<file path="src/rtl/w_mem_rd_ctrl_if.sv">
// Weight read path bundle: SRAM bank read port plus the row stream
// towards the systolic-array preload port.
interface w_mem_rd_ctrl_if #(
    parameter int SYS_COL    = 16,
    parameter int DATA_WIDTH = 16,
    parameter int ADDR_WIDTH = 16
);
    logic [SYS_COL-1:0]                 w_rd_en;
    logic [SYS_COL-1:0][ADDR_WIDTH-1:0] w_rd_addr;
    logic [SYS_COL-1:0][DATA_WIDTH-1:0] w_rd_data;
    logic                               w_valid;
    logic                               w_ready;
    logic [SYS_COL-1:0][DATA_WIDTH-1:0] w_data;
    logic                               w_tile_last;
    logic                               w_last;

    modport master (
        output w_rd_en, w_rd_addr, w_valid, w_data, w_tile_last, w_last,
        input  w_rd_data, w_ready
    );

    modport slave (
        input  w_rd_en, w_rd_addr, w_valid, w_data, w_tile_last, w_last,
        output w_rd_data, w_ready
    );
endinterface

</file>
<file path="src/rtl/w_mem_rd_ctrl.sv">
// Weight-memory read controller: reads weight tiles from the per-column SRAM
// banks in ascending address order and streams them out one row per beat.
module w_mem_rd_ctrl #(
    parameter int SYS_ROW    = 16,
    parameter int SYS_COL    = 16,
    parameter int DATA_WIDTH = 16,
    parameter int ADDR_WIDTH = 16,
    parameter int MAX_TILES  = 64,
    parameter int TILE_WIDTH = $clog2(MAX_TILES) + 1
) (
    input  logic                  clk,
    input  logic                  rst,
    input  logic                  start,
    input  logic [TILE_WIDTH-1:0] num_tiles,
    input  logic [ADDR_WIDTH-1:0] base_addr,
    output logic                  busy,
    output logic                  done,
    w_mem_rd_ctrl_if.master       bus
);
    localparam int ROW_W = (SYS_ROW > 1) ? $clog2(SYS_ROW) : 1;
    localparam int DEPTH = 3;

    typedef logic [SYS_COL-1:0][DATA_WIDTH-1:0] row_t;
    typedef enum logic [1:0] {IDLE, READ, DRAIN} state_t;

    state_t                state;
    logic [TILE_WIDTH-1:0] tile_cnt, tiles;
    logic [ROW_W-1:0]      row_cnt;
    logic [ADDR_WIDTH-1:0] base, rd_addr;
    logic                  rd_en, iss_tile_last, iss_last;
    logic                  inflight, infl_tile_last, infl_last;

    row_t                  fifo_data [DEPTH];
    logic [DEPTH-1:0]      fifo_tile_last, fifo_last;
    logic [1:0]            wr_ptr, rd_ptr, count, count_nxt;

    logic                  push, pop, req, issue;
    logic [TILE_WIDTH-1:0] cur_tile, cur_tiles;
    logic [ROW_W-1:0]      cur_row;
    logic [ADDR_WIDTH-1:0] cur_base, cur_addr;
    logic                  cur_tile_last, cur_last;

    assign push = inflight;
    assign pop  = bus.w_valid && bus.w_ready;
    assign req  = (state == IDLE) && start && (num_tiles != '0);

    // The read enable is registered, so next cycle's issue is decided from the
    // occupancy the FIFO will have then; rd_en becomes next cycle's inflight.
    always_comb begin
        count_nxt = count;
        if (push && !pop)
            count_nxt = count + 2'd1;
        else if (!push && pop)
            count_nxt = count - 2'd1;
    end

    always_comb begin
        cur_base  = base;
        cur_tile  = tile_cnt;
        cur_row   = row_cnt;
        cur_tiles = tiles;
        if (state == IDLE) begin
            cur_base  = base_addr;
            cur_tile  = '0;
            cur_row   = '0;
            cur_tiles = num_tiles;
        end
        cur_addr      = cur_base + ADDR_WIDTH'(cur_tile) * ADDR_WIDTH'(SYS_ROW)
                      + ADDR_WIDTH'(cur_row);
        cur_tile_last = (cur_row == ROW_W'(SYS_ROW - 1));
        cur_last      = cur_tile_last && (cur_tile == cur_tiles - TILE_WIDTH'(1));
        issue         = req || ((state == READ)
                      && (({1'b0, count_nxt} + {2'b00, rd_en}) < 3'd3));
    end

    always_ff @(posedge clk or posedge rst) begin
        if (rst) begin
            state          <= IDLE;
            tile_cnt       <= '0;
            row_cnt        <= '0;
            tiles          <= '0;
            base           <= '0;
            rd_en          <= 1'b0;
            rd_addr        <= '0;
            iss_tile_last  <= 1'b0;
            iss_last       <= 1'b0;
            inflight       <= 1'b0;
            infl_tile_last <= 1'b0;
            infl_last      <= 1'b0;
            fifo_tile_last <= '0;
            fifo_last      <= '0;
            wr_ptr         <= '0;
            rd_ptr         <= '0;
            count          <= '0;
            busy           <= 1'b0;
            done           <= 1'b0;
        end else begin
            done           <= 1'b0;
            rd_en          <= issue;
            inflight       <= rd_en;
            infl_tile_last <= iss_tile_last;
            infl_last      <= iss_last;
            count          <= count_nxt;
            if (push) begin
                fifo_tile_last[wr_ptr] <= infl_tile_last;
                fifo_last[wr_ptr]      <= infl_last;
                wr_ptr <= (wr_ptr == 2'(DEPTH - 1)) ? 2'd0 : wr_ptr + 2'd1;
            end
            if (pop)
                rd_ptr <= (rd_ptr == 2'(DEPTH - 1)) ? 2'd0 : rd_ptr + 2'd1;
            if (issue) begin
                rd_addr       <= cur_addr;
                iss_tile_last <= cur_tile_last;
                iss_last      <= cur_last;
                if (cur_tile_last) begin
                    row_cnt  <= '0;
                    tile_cnt <= cur_tile + TILE_WIDTH'(1);
                end else begin
                    row_cnt  <= cur_row + ROW_W'(1);
                    tile_cnt <= cur_tile;
                end
            end
            case (state)
                IDLE: begin
                    if (start && num_tiles == '0) begin
                        done <= 1'b1;
                    end else if (req) begin
                        tiles <= num_tiles;
                        base  <= base_addr;
                        busy  <= 1'b1;
                        state <= cur_last ? DRAIN : READ;
                    end
                end
                READ: begin
                    if (issue && cur_last)
                        state <= DRAIN;
                end
                DRAIN: begin
                    if (count_nxt == '0 && !rd_en) begin
                        state <= IDLE;
                        busy  <= 1'b0;
                        done  <= 1'b1;
                    end
                end
                default: state <= IDLE;
            endcase
        end
    end

    // Row payload is not reset; it is only observed while the FIFO holds it.
    always_ff @(posedge clk) begin
        if (push)
            fifo_data[wr_ptr] <= bus.w_rd_data;
    end

    assign bus.w_rd_en     = {SYS_COL{rd_en}};
    assign bus.w_rd_addr   = {SYS_COL{rd_addr}};
    assign bus.w_valid     = (count != '0);
    assign bus.w_data      = fifo_data[rd_ptr];
    assign bus.w_tile_last = bus.w_valid && fifo_tile_last[rd_ptr];
    assign bus.w_last      = bus.w_valid && fifo_last[rd_ptr];
endmodule

</file>
<file path="src/flat_wrapper.sv">
// flat-port wrapper written by rule: the top's interface ports become plain ports
module w_mem_rd_ctrl_flat 
#(
    parameter int SYS_ROW    = 16,
    parameter int SYS_COL    = 16,
    parameter int DATA_WIDTH = 16,
    parameter int ADDR_WIDTH = 16,
    parameter int MAX_TILES  = 64,
    parameter int TILE_WIDTH = $clog2(MAX_TILES) + 1
)
  (clk, rst, start, num_tiles, base_addr, busy, done, bus_w_rd_en, bus_w_rd_addr, bus_w_valid, bus_w_data, bus_w_tile_last, bus_w_last, bus_w_rd_data, bus_w_ready);
  w_mem_rd_ctrl_if #(.SYS_COL(SYS_COL), .DATA_WIDTH(DATA_WIDTH), .ADDR_WIDTH(ADDR_WIDTH)) bus_i ();
  input  logic clk;
  input  logic rst;
  input  logic start;
  input  logic [TILE_WIDTH-1:0] num_tiles;
  input  logic [ADDR_WIDTH-1:0] base_addr;
  output logic busy;
  output logic done;
  output wire logic [$bits(bus_i.w_rd_en)-1:0] bus_w_rd_en;
  output wire logic [$bits(bus_i.w_rd_addr)-1:0] bus_w_rd_addr;
  output wire logic [$bits(bus_i.w_valid)-1:0] bus_w_valid;
  output wire logic [$bits(bus_i.w_data)-1:0] bus_w_data;
  output wire logic [$bits(bus_i.w_tile_last)-1:0] bus_w_tile_last;
  output wire logic [$bits(bus_i.w_last)-1:0] bus_w_last;
  input wire logic [$bits(bus_i.w_rd_data)-1:0] bus_w_rd_data;
  input wire logic [$bits(bus_i.w_ready)-1:0] bus_w_ready;
  assign bus_w_rd_en = bus_i.w_rd_en;
  assign bus_w_rd_addr = bus_i.w_rd_addr;
  assign bus_w_valid = bus_i.w_valid;
  assign bus_w_data = bus_i.w_data;
  assign bus_w_tile_last = bus_i.w_tile_last;
  assign bus_w_last = bus_i.w_last;
  assign bus_i.w_rd_data = bus_w_rd_data;
  assign bus_i.w_ready = bus_w_ready;
  w_mem_rd_ctrl #(.SYS_ROW(SYS_ROW), .SYS_COL(SYS_COL), .DATA_WIDTH(DATA_WIDTH), .ADDR_WIDTH(ADDR_WIDTH), .MAX_TILES(MAX_TILES), .TILE_WIDTH(TILE_WIDTH)) u_core (.clk(clk), .rst(rst), .start(start), .num_tiles(num_tiles), .base_addr(base_addr), .busy(busy), .done(done), .bus(bus_i));
endmodule
</file>
<file path="config.mk">
export PLATFORM = sky130hd
export DESIGN_NAME = w_mem_rd_ctrl_flat
export DESIGN_NICKNAME = d
export VERILOG_FILES = /design/src/rtl/w_mem_rd_ctrl_if.sv /design/src/rtl/w_mem_rd_ctrl.sv /design/src/flat_wrapper.sv
export SDC_FILE = /design/constraint.sdc
export NUM_CORES = 1
export LEC_CHECK = 0
export BUFFER_PORTS_ARGS = -buffer_cell sky130_fd_sc_hd__clkbuf_2
export CAP_MARGIN = 20
export CORE_MARGIN = 4
export CORE_UTILIZATION = 25
export DETAILED_ROUTE_END_ITERATION = 6
export PLACE_DENSITY = 0.39
export SETUP_SLACK_MARGIN = 0.4
export SYNTH_ARGS = -nofsm -noshare
export SYNTH_HDL_FRONTEND = slang
export SYNTH_SLANG_ARGS = --single-unit
</file>
<file path="constraint.sdc">
create_clock -name clk -period 38.6 [get_ports clk]
set_input_delay 3.86 -clock clk [delete_from_list [all_inputs] [get_ports clk]]
set_output_delay 3.86 -clock clk [all_outputs]
set_load 0.02 [all_outputs]
</file>
==> out/metrics.csv, run 1 <==
metric;value;unit
R2R depth;11;
largest net degree at the start of global routing;222;
Peak VDD IR;0.07333;mV
Max Transition Viols Final;0;
Reg2Reg Setup Slack;34.95;ns
WL final;101.1;mm
post-cts sizing count;0;
Max Cap Viol;0;
clk_lat worst skew;0.69;ns
clock slew at reported path FFs;0.05;ns
DR iter-0 viols;1078;
Power Total;3.789;mW
Root Driver;clkbuf_16;
Area Overhead vs Synth;21.53;%
vias;20180;
Lkg Pwr;16.19;nW
Die Wd;378.3;um
Mapped Cells;2350;
core area;0.1358;mm^2
Hold Path Sink;u_core.infl_tile_last;
Die Area;0.1431;mm^2
FF-to-FF Start;u_core.count[0];
gp weighted congestion;0.8028;
post-route setup TNS;0;ns
crit start category;flip-flop;
share of layout cells above drive strength 1;33.11;%
post-synthesis net count;2651;
measured slew at the worst slew-check pin;1.089;ns
TritonCTS Buffers;98;
drt pass-1 iters;5;
dpl hpwl;68.84;mm
H-tree depth;3;
first-pass GRT wire length;143.1;mm
Max Root-Sink Buffers;3;
FF+latch count, synth;840;
sequential area share after synthesis;72.53;%
DR vias/cell;4.199;
post-route antenna net violation count;0;
f_max;0.1150;GHz
clk sink count;840;
final number of hold-violating endpoints;0;
CTS tree;built;
RSZ-0062 raised after global routing;false;
max_slew headroom;27.40;%
PD cells;90.94;mW/mm^2
# Post-CTS Setup Buffers;0;
effective utilization at floorplan;25.24;%
worst hold path type;flip-flop to flip-flop;
row cnt;135;
Synth Cell Area;0.03428;mm^2
crit-path max FO;50;
DRC viols;0;
antenna violations before repair;47;
Final Cycle Share;22.52;%
status;finished clean;
# IOs;816;
Tmin final;8.694;ns
number of buffers added on ports;815;
most common cell after layout, fill and taps aside;clkbuf_2;
Crit. End Element;output pin;
mean post-synth cell area;14.59;um^2
# nets final;3228;
Final Setup Violations;0;
Post-synth EDFFs;768;
vias in the first global route;20300;
Primary FF master, synth;edfxtp_1;
required time worst endpoint;34.74;ns
grt ovf;0;
Synth cell types;58;
asr flop ratio synth;8.571;%
CP Class;flip-flop to output pin;
routed len/inst;21.04;um
# hold bufs at CTS;0;
HP Start;u_core.iss_tile_last;
r2r endpoint;u_core.state[1];
Post-Route Skew;0.04537;ns
most frequent cells in the layout;815 x clkbuf_2, 768 x edfxtp_1, 385 x nand2_1;
die boundary height;378.3;um
total track usage;13.64;%
crit path DAT;4.83;ns
Hold Path Stages;0;
yosys warns;0;
==> cells by family after synthesis <==
family / count (synthesis) / share of synthesized area, %
muxes: 276 / 8.081
adders and majority gates: 18 / 0.6789
DFF: 840 / 72.53
AOI/OAI and AO/OA: 342 / 5.424
and+or+nand+nor: 478 / 5.774
xor gates and xnor gates: 21 / 0.5366
buffers and inverters: 375 / 6.972
==> worst max path at each step <==
stage,from,to,slack (ns),depth (start not counted)
after floorplan,u_core.inflight,u_core.fifo_last[0],18.24,3
after global routing,u_core.rd_ptr[0],bus_w_data[184],29.49,6
after detailed placement,u_core.rd_ptr[0],bus_w_data[184],30.41,6
after global placement,u_core.rd_ptr[0],bus_w_data[18],30.52,6
after CTS,u_core.rd_ptr[0],bus_w_data[184],29.62,6
final,u_core.rd_ptr[0],bus_w_data[184],29.91,6
==> cells in the mapped netlist, types with 16 or more instances <==
master | number | share of area, %
mux2i_1 | 270 | 7.9
nor2_1 | 23 | 0.25
edfxtp_1 | 768 | 67
a21oi_1 | 20 | 0.29
dfrtp_1 | 72 | 5.3
buf_4 | 257 | 5.6
clkbuf_1 | 79 | 0.87
ha_1 | 17 | 0.62
nand2_1 | 385 | 4.2
o21ai_0 | 276 | 4.0
nor3_1 | 19 | 0.28
buf_1 | 16 | 0.18
==> stage by stage <==
| step | worst slack [ns] | instances | hold WS, ns | instance area [um^2] | utilization [%] |
|---|---|---|---|---|---|
| floorplan | 18.24 | 2350 | 0.3543 | 34280 | - |
| global placement | 30.52 | 4607 | 0.3657 | 38470 | 28.33 |
| detailed placement | 30.41 | 4607 | 0.3655 | 38470 | 28.33 |
| CTS | 29.62 | 4785 | 0.3758 | 41580 | 30.62 |
| global route | 29.49 | 4788 | 0.4020 | 41610 | 30.64 |
| finish | 29.91 | 4806 | 0.3768 | 41660 | 30.68 |
==> sequential cells by signal, summed over array words and instances (netlist names), 2 cells and up <==
signal / cells
u_core.fifo_last: 3
u_core.fifo_tile_last: 3
u_core.wr_ptr: 2
u_core.rd_ptr: 2
u_core.tile_cnt: 7
u_core.tiles: 7
u_core.state: 2
u_core.rd_addr: 16
u_core.base: 16
u_core.fifo_data: 768
u_core.row_cnt: 4
u_core.count: 2
==> where the power goes <==
group          switching [mW]  internal [mW]
clock network           0.374          0.517
logic                    1.08          0.403
registers               0.106           1.31
total                    1.56           2.23
==> critical path, cell delays in order, from the launching register on <==
cell	delay, ns
dfrtp_4	0.99
buf_4	0.86
buf_4	0.78
buf_4	0.66
mux2i_1	0.15
o21ai_0	0.28
clkbuf_2	0.24
==> routing by layer <==
layer / track usage [%] / wire [um] / vias up / part of all wire, %
li1: - / - / 9515 / -
met1: 14.28 / 36790 / 9781 / 36
met2: 24.56 / 51880 / 703 / 51
met3: 6.346 / 10310 / 158 / 10
met4: 3.579 / 1966 / 24 / 1.9
met5: 0 / 161 / - / 0.16
==> area by class of cell <==
class	instances	area [um^2]
clock buffers	125	2595
diodes	20	50.05
well taps	1781	2228
inverters	14	68.82
fillers	13630	94150
multi-input cells	1135	7030
flip-flops and latches	840	24870
repair buffers	838	4297
clock inverters	53	519.2
No activity file was read; power rests on OpenSTA's default activity.
==> inputs of run 2 (changes only) <==
- clock period: 38.6 -> 8.8 ns (I/O delays scaled with it)
==> out/metrics.csv, run 2 (same netlist as run 1, synthesis figures left out) <==
metric;value;unit
status;finished clean;
# hold bufs at CTS;0;
routed len/inst;20.68;um
post-route antenna net violation count;0;
Hold WS;0.2286;ns
clk sink count;840;
Largest Register;u_core.fifo_data;
DRC viols;0;
crit path DAT;3.41;ns
dpl hpwl;66.39;mm
post-route setup TNS;0;ns
measured slew at the worst slew-check pin;1.032;ns
Lkg Pwr;16.20;nW
gp weighted congestion;0.7853;
vias in the first global route;20320;
Peak VDD IR;0.3540;mV
# IOs;816;
Gate power share;39.1;%
drt pass-1 iters;5;
Post-Route Skew;0.02237;ns
largest net degree at the start of global routing;193;
total track usage;13.35;%
number of buffers added on ports;815;
most used routing layer;met2;
RSZ-0062 raised after global routing;false;
CP Class;flip-flop to output pin;
met3 Use GR;6.423;%
clk_lat worst skew;0.69;ns
f_max;0.2329;GHz
Clk network pwr share;23.7;%
most frequent cells in the layout;815 x clkbuf_2, 768 x edfxtp_1, 385 x nand2_1;
sequential power share;37.2;%
post-cts sizing count;0;
DR iter-0 viols;1099;
Final Util;30.71;%
Max Cap Viol;0;
worst hold path type;input port to async pin;
crit-path max FO;107;
# Post-CTS Setup Buffers;0;
vias;20130;
Crit. End Element;output pin;
die boundary height;378.3;um
max FFs per register;768;
H-tree depth;3;
clock slew at reported path FFs;0.06;ns
grt ovf;0;
P_sw;6.806;mW
share of layout cells above drive strength 1;32.91;%
Final Cycle Share;48.79;%
core area;0.1358;mm^2
Place WS;5.097;ns
required time worst endpoint;7.92;ns
Tmin final;4.294;ns
first-pass GRT wire length;139.5;mm
crit start category;flip-flop;
Power Total;16.62;mW
row cnt;135;
PD cells;398.4;mW/mm^2
met2 usage;23.45;%
antenna violations before repair;55;
Max Transition Viols Final;0;
Die Area;0.1431;mm^2
final worst slack;4.506;ns
effective utilization at floorplan;25.24;%
TritonCTS Buffers;100;
Die Wd;378.3;um
max_slew headroom;31.21;%
Max Root-Sink Buffers;3;
switching portion of total power;40.96;%
Internal;9.812;mW
Root Driver;clkbuf_16;
Top Registers;u_core.fifo_data (768), u_core.base (16), u_core.rd_addr (16);
# nets final;3223;
grt met1 use;13.78;%
CTS tree;built;
WL final;99.29;mm
most common cell after layout, fill and taps aside;clkbuf_2;
final number of hold-violating endpoints;0;
Area Overhead vs Synth;21.67;%
Final Setup Violations;0;
DR vias/cell;4.191;
## run 2: changes by cell type in the layout (fill, tap and decap cells not counted), sizes merged
cell      delta
clkinv       +8
clkinvlp     -2
bufinv       +1
inv          +1
buf          -7
diode        +2
clkbuf       -7
## run 2: area by class of cell
type	instances	area, um^2
fill	13610	94100
sequential	840	24870
multi-input combinational	1135	7037
timing repair buffer	831	4319
clock buffer	118	2591
tap	1781	2228
clock inverter	61	538.0
inverter	14	68.82
antenna	22	55.05
## run 2: power by group through the flow
stage / combinational [mW] / clock (mW) / sequential [mW]
floorplan: 4.47 / 0 / 6.35
global placement: 6.76 / 0 / 6.23
detailed placement: 6.73 / 0 / 6.28
CTS: 6.75 / 4.08 / 6.20
global route: 7.12 / 4.25 / 6.29
finish: 6.50 / 3.93 / 6.18
## run 2: worst paths after layout
kind	startpoint	to	slack, ns	cells past startpoint
max reg2reg	u_core.state[1]	u_core.rd_addr[12]	5.25	11
min	rst	u_core.rd_en	0.23	3
max	u_core.rd_ptr[0]	bus_w_data[110]	4.51	4
min reg2reg	u_core.iss_last	u_core.infl_last	0.40	0
max in group asynchronous	rst	u_core.base[12]	7.98	4
min in group clk	bus_w_rd_data[106]	u_core.fifo_data[2][106]	0.38	1
## run 2: worst max-delay path, cell delays in order (launching register included)
cell      delay (ns)
dfrtp_4         1.03
buf_12          0.63
mux2i_1         0.17
o21ai_0         0.33
clkbuf_2        0.25
## run 2: metrics by stage
| step | instance area, um^2 | instances |
|---|---|---|
| CTS | 41630 | 4779 |
| global placement | 38500 | 4600 |
| floorplan | 34290 | 2350 |
| global route | 41670 | 4788 |
| detailed placement | 38500 | 4600 |
| finish | 41710 | 4802 |
## run 2: layer usage
metal  vias to the layer above  part of all wire, %
li1                       9506                    -
met1                      9723                   36
met2                       667                   50
met3                       191                   11
met4                        40                  2.9
met5                         -                 0.30
